==> src/rtl/dvp_ctrl_pkg.sv <==
// Shared encodings for the DVP capture sequencer: FSM states, colour modes, header marker.
// The HDR0/HDR1 states exist only when FRAME_HDR_EN is defined.
package dvp_ctrl_pkg;

    localparam int          COLOR_MODE_GRAY   = 1;
    localparam int          COLOR_MODE_RGB565 = 2;
    localparam logic [15:0] DEFAULT_HDR_WORD  = 16'hA5A5;

`ifdef FRAME_HDR_EN
    typedef enum logic [2:0] {
        ST_IDLE    = 3'd0,
        ST_ARM     = 3'd1,
        ST_HDR0    = 3'd2,
        ST_HDR1    = 3'd3,
        ST_CAPTURE = 3'd4,
        ST_DROP    = 3'd5,
        ST_DONE    = 3'd6
    } state_t;
`else
    typedef enum logic [2:0] {
        ST_IDLE    = 3'd0,
        ST_ARM     = 3'd1,
        ST_CAPTURE = 3'd4,
        ST_DROP    = 3'd5,
        ST_DONE    = 3'd6
    } state_t;
`endif

    // Grayscale carries one byte per pixel, RGB565 two.
    function automatic logic [15:0] line_bytes(input int mode, input int h_res);
        return (mode == COLOR_MODE_GRAY) ? 16'(h_res) : 16'(2 * h_res);
    endfunction

endpackage

==> src/rtl/dvp_capture_ctrl_if.sv <==
// Camera-pin and write-FIFO signal bundle of the DVP capture sequencer.
// The slave modport is the sequencer's view; master is the camera/FIFO side.
interface dvp_capture_ctrl_if;

    logic        VSYNC_cam;
    logic        HREF_cam;
    logic [7:0]  data_cam;
    logic        fifo_full;
    logic [15:0] fifo_data;
    logic        fifo_wr;

    modport master (
        output VSYNC_cam, HREF_cam, data_cam, fifo_full,
        input  fifo_data, fifo_wr
    );

    modport slave (
        input  VSYNC_cam, HREF_cam, data_cam, fifo_full,
        output fifo_data, fifo_wr
    );

endinterface

==> src/rtl/dvp_byte_packer.sv <==
// Pairs camera bytes into 16-bit words (first byte high) and tracks the byte count of the
// current line; line_bad is meaningful on the cycle HREF has just fallen.
module dvp_byte_packer
    import dvp_ctrl_pkg::*;
#(
    parameter logic [15:0] LINE_BYTES = line_bytes(COLOR_MODE_RGB565, 640)
) (
    input  logic        clk,
    input  logic        rst,
    input  logic        active,
    input  logic        href,
    input  logic        href_rise,
    input  logic [7:0]  data,
    output logic        word_valid,
    output logic [15:0] word,
    output logic        line_bad
);

    logic        phase;
    logic        cur_phase;
    logic [7:0]  hi_byte;
    logic [15:0] byte_cnt;

    // The first byte of every line is forced to phase 0 regardless of leftovers.
    assign cur_phase  = href_rise ? 1'b0 : phase;
    assign word_valid = active & href & cur_phase;
    assign word       = {hi_byte, data};
    assign line_bad   = (byte_cnt != LINE_BYTES) | phase;

    always_ff @(posedge clk or posedge rst) begin
        if (rst) begin
            phase    <= 1'b0;
            hi_byte  <= 8'h00;
            byte_cnt <= 16'd0;
        end else if (!active) begin
            phase    <= 1'b0;
            byte_cnt <= 16'd0;
        end else if (href) begin
            phase    <= ~cur_phase;
            byte_cnt <= href_rise ? 16'd1 : byte_cnt + 16'd1;
            if (!cur_phase) begin
                hi_byte <= data;
            end
        end
    end

endmodule

==> src/rtl/dvp_capture_ctrl.sv <==
// Frame-capture sequencer from the DVP camera port to the write FIFO, clocked by PCLK_cam.
// Optional FRAME_HDR_EN prefixes each frame with HDR_WORD and {8'h00, frame_cnt}.
module dvp_capture_ctrl
    import dvp_ctrl_pkg::*;
#(
    parameter int          COLOR_MODE = COLOR_MODE_RGB565,
    parameter int          H_RES      = 640,
    parameter int          V_RES      = 480,
    parameter logic [15:0] HDR_WORD   = DEFAULT_HDR_WORD
) (
    input  logic              PCLK_cam,
    input  logic              rst,
    input  logic              cap_start,
    input  logic              cap_cont,
    input  logic              cap_stop,
    dvp_capture_ctrl_if.slave bus,
    output logic              busy,
    output logic              frame_done,
    output logic              frame_err,
    output logic              ovf,
    output logic [7:0]        frame_cnt
);

    localparam logic [15:0] LINE_BYTES = line_bytes(COLOR_MODE, H_RES);
    localparam logic [15:0] LAST_LINE  = 16'(V_RES);

    state_t      state, state_next;
    logic        vs_r, vs_d, href_r, href_d;
    logic [7:0]  data_r;
    logic        vsync_rise, vsync_fall, href_rise, href_fall;
    logic        word_valid, line_bad;
    logic [15:0] word;
    logic        wr_q, wr_next;
    logic [15:0] data_q, data_next;
    logic        overflow, err_set, err_flag;
    logic [15:0] line_cnt;

`ifndef FRAME_HDR_EN
    logic unused_hdr;
    assign unused_hdr = ^HDR_WORD;
`endif

    always_ff @(posedge PCLK_cam or posedge rst) begin
        if (rst) begin
            vs_r   <= 1'b0;
            vs_d   <= 1'b0;
            href_r <= 1'b0;
            href_d <= 1'b0;
            data_r <= 8'h00;
        end else begin
            vs_r   <= bus.VSYNC_cam;
            vs_d   <= vs_r;
            href_r <= bus.HREF_cam;
            href_d <= href_r;
            data_r <= bus.data_cam;
        end
    end

    assign vsync_rise = vs_r & ~vs_d;
    assign vsync_fall = ~vs_r & vs_d;
    assign href_rise  = href_r & ~href_d;
    assign href_fall  = ~href_r & href_d;

    dvp_byte_packer #(.LINE_BYTES(LINE_BYTES)) u_packer (
        .clk        (PCLK_cam),
        .rst        (rst),
        .active     (state == ST_CAPTURE),
        .href       (href_r),
        .href_rise  (href_rise),
        .data       (data_r),
        .word_valid (word_valid),
        .word       (word),
        .line_bad   (line_bad)
    );

    always_ff @(posedge PCLK_cam or posedge rst) begin
        if (rst) begin
            state <= ST_IDLE;
        end else begin
            state <= state_next;
        end
    end

    always_comb begin
        state_next = state;
        wr_next    = 1'b0;
        data_next  = data_q;
        overflow   = 1'b0;
        err_set    = 1'b0;
        unique case (state)
            ST_IDLE: begin
                if (cap_start) state_next = ST_ARM;
            end
            ST_ARM: begin
`ifdef FRAME_HDR_EN
                if (vsync_fall) state_next = ST_HDR0;
`else
                if (vsync_fall) state_next = ST_CAPTURE;
`endif
            end
`ifdef FRAME_HDR_EN
            // A line starting before both header words went out counts as an overflow.
            ST_HDR0: begin
                if (href_rise) begin
                    overflow   = 1'b1;
                    err_set    = 1'b1;
                    state_next = ST_DROP;
                end else if (!bus.fifo_full) begin
                    wr_next    = 1'b1;
                    data_next  = HDR_WORD;
                    state_next = ST_HDR1;
                end
            end
            ST_HDR1: begin
                if (href_rise) begin
                    overflow   = 1'b1;
                    err_set    = 1'b1;
                    state_next = ST_DROP;
                end else if (!bus.fifo_full) begin
                    wr_next    = 1'b1;
                    data_next  = {8'h00, frame_cnt};
                    state_next = ST_CAPTURE;
                end
            end
`endif
            ST_CAPTURE: begin
                if (word_valid && bus.fifo_full) begin
                    overflow   = 1'b1;
                    err_set    = 1'b1;
                    state_next = ST_DROP;
                end else if (word_valid) begin
                    wr_next   = 1'b1;
                    data_next = word;
                end else if (href_fall) begin
                    err_set = line_bad;
                    if (line_cnt + 16'd1 == LAST_LINE) state_next = ST_DONE;
                end else if (vsync_rise) begin
                    err_set    = 1'b1;
                    state_next = ST_DONE;
                end
            end
            ST_DROP: begin
                if (vsync_rise) state_next = ST_DONE;
            end
            ST_DONE: begin
                state_next = cap_cont ? ST_ARM : ST_IDLE;
            end
            default: begin
                state_next = ST_IDLE;
            end
        endcase
        if (cap_stop) begin
            state_next = ST_IDLE;
            wr_next    = 1'b0;
            overflow   = 1'b0;
            err_set    = 1'b0;
        end
    end

    // frame_cnt advances on DONE entry so the new count is visible alongside frame_done.
    always_ff @(posedge PCLK_cam or posedge rst) begin
        if (rst) begin
            wr_q      <= 1'b0;
            data_q    <= 16'h0000;
            ovf       <= 1'b0;
            err_flag  <= 1'b0;
            line_cnt  <= 16'd0;
            frame_cnt <= 8'd0;
        end else begin
            wr_q   <= wr_next;
            data_q <= data_next;
            if (overflow) begin
                ovf <= 1'b1;
            end else if (cap_start) begin
                ovf <= 1'b0;
            end
            if (state == ST_ARM) begin
                err_flag <= 1'b0;
                line_cnt <= 16'd0;
            end else begin
                if (err_set) err_flag <= 1'b1;
                if (state == ST_CAPTURE && href_fall) line_cnt <= line_cnt + 16'd1;
            end
            if (state != ST_DONE && state_next == ST_DONE) begin
                frame_cnt <= frame_cnt + 8'd1;
            end
        end
    end

    assign busy          = (state != ST_IDLE);
    assign frame_done    = (state == ST_DONE);
    assign frame_err     = frame_done & err_flag;
    assign bus.fifo_wr   = wr_q;
    assign bus.fifo_data = data_q;

endmodule

==> src/flat_wrapper.sv <==
// flat-port wrapper written by rule: the top's interface ports become plain ports
module dvp_capture_ctrl_flat import dvp_ctrl_pkg::*;
#(
    parameter int          COLOR_MODE = COLOR_MODE_RGB565,
    parameter int          H_RES      = 640,
    parameter int          V_RES      = 480,
    parameter logic [15:0] HDR_WORD   = DEFAULT_HDR_WORD
)
  (PCLK_cam, rst, cap_start, cap_cont, cap_stop, busy, frame_done, frame_err, ovf, frame_cnt, bus_VSYNC_cam, bus_HREF_cam, bus_data_cam, bus_fifo_full, bus_fifo_data, bus_fifo_wr);
  dvp_capture_ctrl_if bus_i ();
  input  logic PCLK_cam;
  input  logic rst;
  input  logic cap_start;
  input  logic cap_cont;
  input  logic cap_stop;
  output logic busy;
  output logic frame_done;
  output logic frame_err;
  output logic ovf;
  output logic [7:0] frame_cnt;
  input wire logic [$bits(bus_i.VSYNC_cam)-1:0] bus_VSYNC_cam;
  input wire logic [$bits(bus_i.HREF_cam)-1:0] bus_HREF_cam;
  input wire logic [$bits(bus_i.data_cam)-1:0] bus_data_cam;
  input wire logic [$bits(bus_i.fifo_full)-1:0] bus_fifo_full;
  output wire logic [$bits(bus_i.fifo_data)-1:0] bus_fifo_data;
  output wire logic [$bits(bus_i.fifo_wr)-1:0] bus_fifo_wr;
  assign bus_i.VSYNC_cam = bus_VSYNC_cam;
  assign bus_i.HREF_cam = bus_HREF_cam;
  assign bus_i.data_cam = bus_data_cam;
  assign bus_i.fifo_full = bus_fifo_full;
  assign bus_fifo_data = bus_i.fifo_data;
  assign bus_fifo_wr = bus_i.fifo_wr;
  dvp_capture_ctrl #(.COLOR_MODE(COLOR_MODE), .H_RES(H_RES), .V_RES(V_RES), .HDR_WORD(HDR_WORD)) u_core (.PCLK_cam(PCLK_cam), .rst(rst), .cap_start(cap_start), .cap_cont(cap_cont), .cap_stop(cap_stop), .bus(bus_i), .busy(busy), .frame_done(frame_done), .frame_err(frame_err), .ovf(ovf), .frame_cnt(frame_cnt));
endmodule
==> config.mk <==
export PLATFORM = sky130hd
export DESIGN_NAME = dvp_capture_ctrl_flat
export DESIGN_NICKNAME = d
export VERILOG_FILES = /design/src/rtl/dvp_ctrl_pkg.sv /design/src/rtl/dvp_capture_ctrl_if.sv /design/src/rtl/dvp_byte_packer.sv /design/src/rtl/dvp_capture_ctrl.sv /design/src/flat_wrapper.sv
export SDC_FILE = /design/constraint.sdc
export NUM_CORES = 1
export LEC_CHECK = 0
export CORE_MARGIN = 3
export CORE_UTILIZATION = 35
export CTS_CLUSTER_SIZE = 10
export DETAILED_ROUTE_END_ITERATION = 7
export GPL_TIMING_DRIVEN = 0
export PLACE_DENSITY = 0.63
export SETUP_SLACK_MARGIN = 0.02
export SYNTH_ARGS = -nofsm -noshare
export SYNTH_HDL_FRONTEND = slang
export SYNTH_HIERARCHICAL = 1
export SYNTH_SLANG_ARGS = --single-unit
==> constraint.sdc <==
create_clock -name PCLK_cam -period 2.85 [get_ports PCLK_cam]
set_input_delay 0.7125 -clock PCLK_cam [delete_from_list [all_inputs] [get_ports PCLK_cam]]
set_output_delay 0.7125 -clock PCLK_cam [all_outputs]
set_load 0.05 [all_outputs]
==> impl_metrics.ini <==
[sta]
finalWorstPathRequiredPeriod_ns = 2.677
clock_tree_skew_after_final_layout_ns = 0.006986
final_hold_viol_count = 0
post_route_hold_slack_ns = 0.3913
finish_stage_setup_viols = 0
worst_slew_pin_slew_ns = 1.000
rsz0062_at_grt = no
final-max-slew-violation-count = 0
timing.fmax_mhz = 373.6
slew_headroom = 0.3326
period_share = 0.9391

[logic_synthesis]
ys_top_cells_by_count = dfrtp_1, o21ai_0, nand2_1
ys.warnings.count = 6
ys_types = 61
post-synth-top-area-cell = dfrtp_1
synth_seq_cells = 83
synth-async-reset-ratio = 1.000
syn_inst = 387
most_used_flip_flop_cell_after_synthesis = dfrtp_1
synth_area_leaders = dfrtp_1, mux2_2, o21ai_0
synthMostInstantiatedCell = dfrtp_1
postSynthAreaPerCell_um2 = 10.68
synth.cell_area_um2 = 4133
ys_seq_area_frac = 0.5026
synth_enable_flop_cells = 0
synth.net_count = 407
yosysTopAreaCellShare = 0.5026

[power]
clkPwrFrac = 0.464
leakage_uw = 0.002298
switchingPower_uw = 652.6
power_report.internal_total_uw = 2145
switching_share = 0.2333
ir_worst_vdd_v = 0.0003335
power.density_cell_area_nw_per_um2 = 537.4
comb_power_share = 0.077
p_seq_frac = 0.459

[worst_setup_path]
critical_path.top_delay_family = simple AND/OR/NAND/NOR gates
timing.critical_path.slowest_cell_delay_ns = 0.42
worstSetupStartpointType = flip-flop
cp.buffers_inverters = 3
worst_path_most_repeated_cell = buf_4
path_max_fanout = 10
cp_cell_sequence = nor3b_4 > nand2_2 > nor2_2 > buf_4 > and2_4 > nor4_2 > nand4b_1 > a2111oi_4 > a31oi_4 > buf_4 > buf_4 > nor2_1 > xor2_1
crit_arrival_ns = 2.94
setup.worst_path.end_class = flip-flop
setup.worst_path.class = reg -> reg
critical_path_required_ns = 3.12
cp_slowest_cell = dfrtp_2

[finish]
final_nets = 470
fin_util = 0.4539
layout.filler_cells = 1063
antenna_cells = 0
post-route-cell-area_um2 = 5205
drive_above_1_share = 0.2176
instances_no_fill = 598
area_delta_synth_final_pct = 25.95

[global_routing]
grt_use_total = 0.1459
antenna_found_initial = 0
grt_pass1_wl_um = 15300
grt.overflow.total = 0
grt_pass1_vias = 3095
grt_max_degree = 40

[route]
drtPass1Iterations = 4
vias_per_cell = 5.296
drt_drc = 0
route.vias.total = 3167
wl_per_cell_um = 15.05
drt_iter0_markers = 249
routed_wirelength_um = 9000
antenna_violating_nets_post_route = 0

[placement]
finalWeightedCongestion = 0.8376
placed_cells_incl_taps = 575
port_buffers = 44
detailed_place.area_um2 = 4772
dp.final_hpwl_um = 6239

[floorplan]
num_rows = 39
fp.dieH_um = 114.7
dieArea_um2 = 13150
core_area_um2 = 11470
initial_core_util = 0.3604
design.portCount = 45
die_width_um = 114.7

[clocking]
clock_insertion_delay_worst_skew_ns = 0.34
cts-buffers-inserted = 9
hold_buf_count_cts = 0
htree_levels = 3
clk_pin_slew_ns = 0.06
cts_tree = yes
cts-root-to-sink-buffers = 2
cts_sinks = 83
ctsRootBufferMaster = clkbuf_16

[hold_path]
holdCritPathClass = reg -> reg

[status]
status = finished, final reports clean

[flow_run]
drv.max_cap_violation_count = 0
## what timing repair did
| action | in CTS | in global routing |
|---|---|---|
| resized for setup | 8 | 12 |
| endpoints found under the setup margin | 25 | 15 |
| buffers inserted | 3 | 4 |
| cloned | 0 | 0 |
| pin swaps | 3 | 5 |
| hold endpoints to repair | 0 | 0 |
## through the flow
| step | TNS (ns) | total power [uW] | setup slack [ns] |
|---|---|---|---|
| after CTS | 0 | 2831 | 0.03259 |
| final | 0 | 2797 | 0.1735 |
| after global placement | -34.54 | 1506 | -0.7750 |
| after floorplan | 0 | 1434 | 0.07046 |
| after global routing | 0 | 2923 | 0.04430 |
| after detailed placement | -9.452 | 1519 | -0.7560 |
## cell type report
class,count,area (um2),share of cell area
Sequential cell,83,2081,0.3998
Multi-Input combinational cell,267,1863,0.3579
Timing Repair Buffer,52,510.5,0.09808
Clock buffer,10,239.0,0.04591
Buffer,27,198.9,0.03822
Tap cell,143,178.9,0.03438
Clock inverter,6,96.34,0.01851
Inverter,10,37.54,0.007212
## registers in the layout, indices dropped and copies added, names as in the netlist
name,flops
u_core/vs_d,1
u_core/u_packer/phase,1
u_core/href_d,1
u_core/err_flag,1
u_core/state,3
u_core/data_r,8
u_core/ovf,1
u_core/u_packer/byte_cnt,16
u_core/frame_cnt,8
u_core/bus.fifo_wr,1
u_core/u_packer/hi_byte,8
u_core/bus.fifo_data,16
u_core/href_r,1
u_core/vs_r,1
u_core/line_cnt,16
## logic make-up (layout without fill, tap and decap cells)
| kind of cell | Yosys count | in the layout | synth area share |
|---|---|---|---|
| and+or+nand+nor | 139 | 139 | 0.1950 |
| DFF | 83 | 83 | 0.5026 |
| AOI/OAI and AO/OA | 80 | 80 | 0.1266 |
| buffers and inverters | 37 | 105 | 0.05510 |
| muxes | 26 | 26 | 0.07054 |
| xor gates and xnor gates | 18 | 18 | 0.03815 |
| adders and majority gates | 4 | 4 | 0.01211 |
## worst paths after layout
| path | cells after the start | end | from | slack [ns] |
|---|---|---|---|---|
| hold / removal | 0 | u_core/vs_d$_DFF_PP0_ | u_core/vs_r$_DFF_PP0_ | 0.39 |
| max in group asynchronous | 2 | u_core/u_packer/byte_cnt[10]$_DFFE_PP0P_ | rst | 1.28 |
| min in group asynchronous | 2 | u_core/bus.fifo_data[9]$_DFFE_PP0P_ | rst | 0.73 |
| hold reg to reg | 0 | u_core/vs_d$_DFF_PP0_ | u_core/vs_r$_DFF_PP0_ | 0.39 |
| setup reg to reg | 13 | u_core/frame_cnt[3]$_DFFE_PP0P_ | u_core/state[2]$_DFF_PP0_ | 0.17 |
| setup / recovery | 13 | u_core/frame_cnt[3]$_DFFE_PP0P_ | u_core/state[2]$_DFF_PP0_ | 0.17 |
## cell usage in the layout, fill, tap and decap left out, types with 4 or more instances in the layout
cell type         n
nor3_1            6
and4_1            4
and3_1            5
buf_4            22
nand2_1          30
a31oi_1          10
nand4_1          12
o31ai_1           5
xnor2_1           6
o21ai_0          41
clkbuf_16         9
xor2_1           12
clkbuf_1          5
mux2_2           25
nand3_1          19
ha_1              4
dfrtp_1          80
nor2_1           20
a21oi_1           7
clkdlybuf4s50_1  42
inv_1             9
## per-layer routing
metal / vias to the layer above / track usage / wire (um)
li1: 1519 / - / -
met1: 1560 / 0.1987 / 4201
met2: 76 / 0.2212 / 4092
met3: 12 / 0.05233 / 605
met4: 0 / 0.03721 / 99
met5: - / 0 / 0
## power groups by stage
stage / registers (uW) / clock network (uW) / logic [uW]
6_report: 1280 / 1300 / 217
5_1_grt: 1290 / 1390 / 239
4_1_cts: 1280 / 1330 / 216
3_5_place_dp: 1310 / 0 / 213
3_3_place_gp: 1300 / 0 / 204
2_1_floorplan: 1320 / 0 / 114
Note: power is estimated with default switching activity, not from simulation.
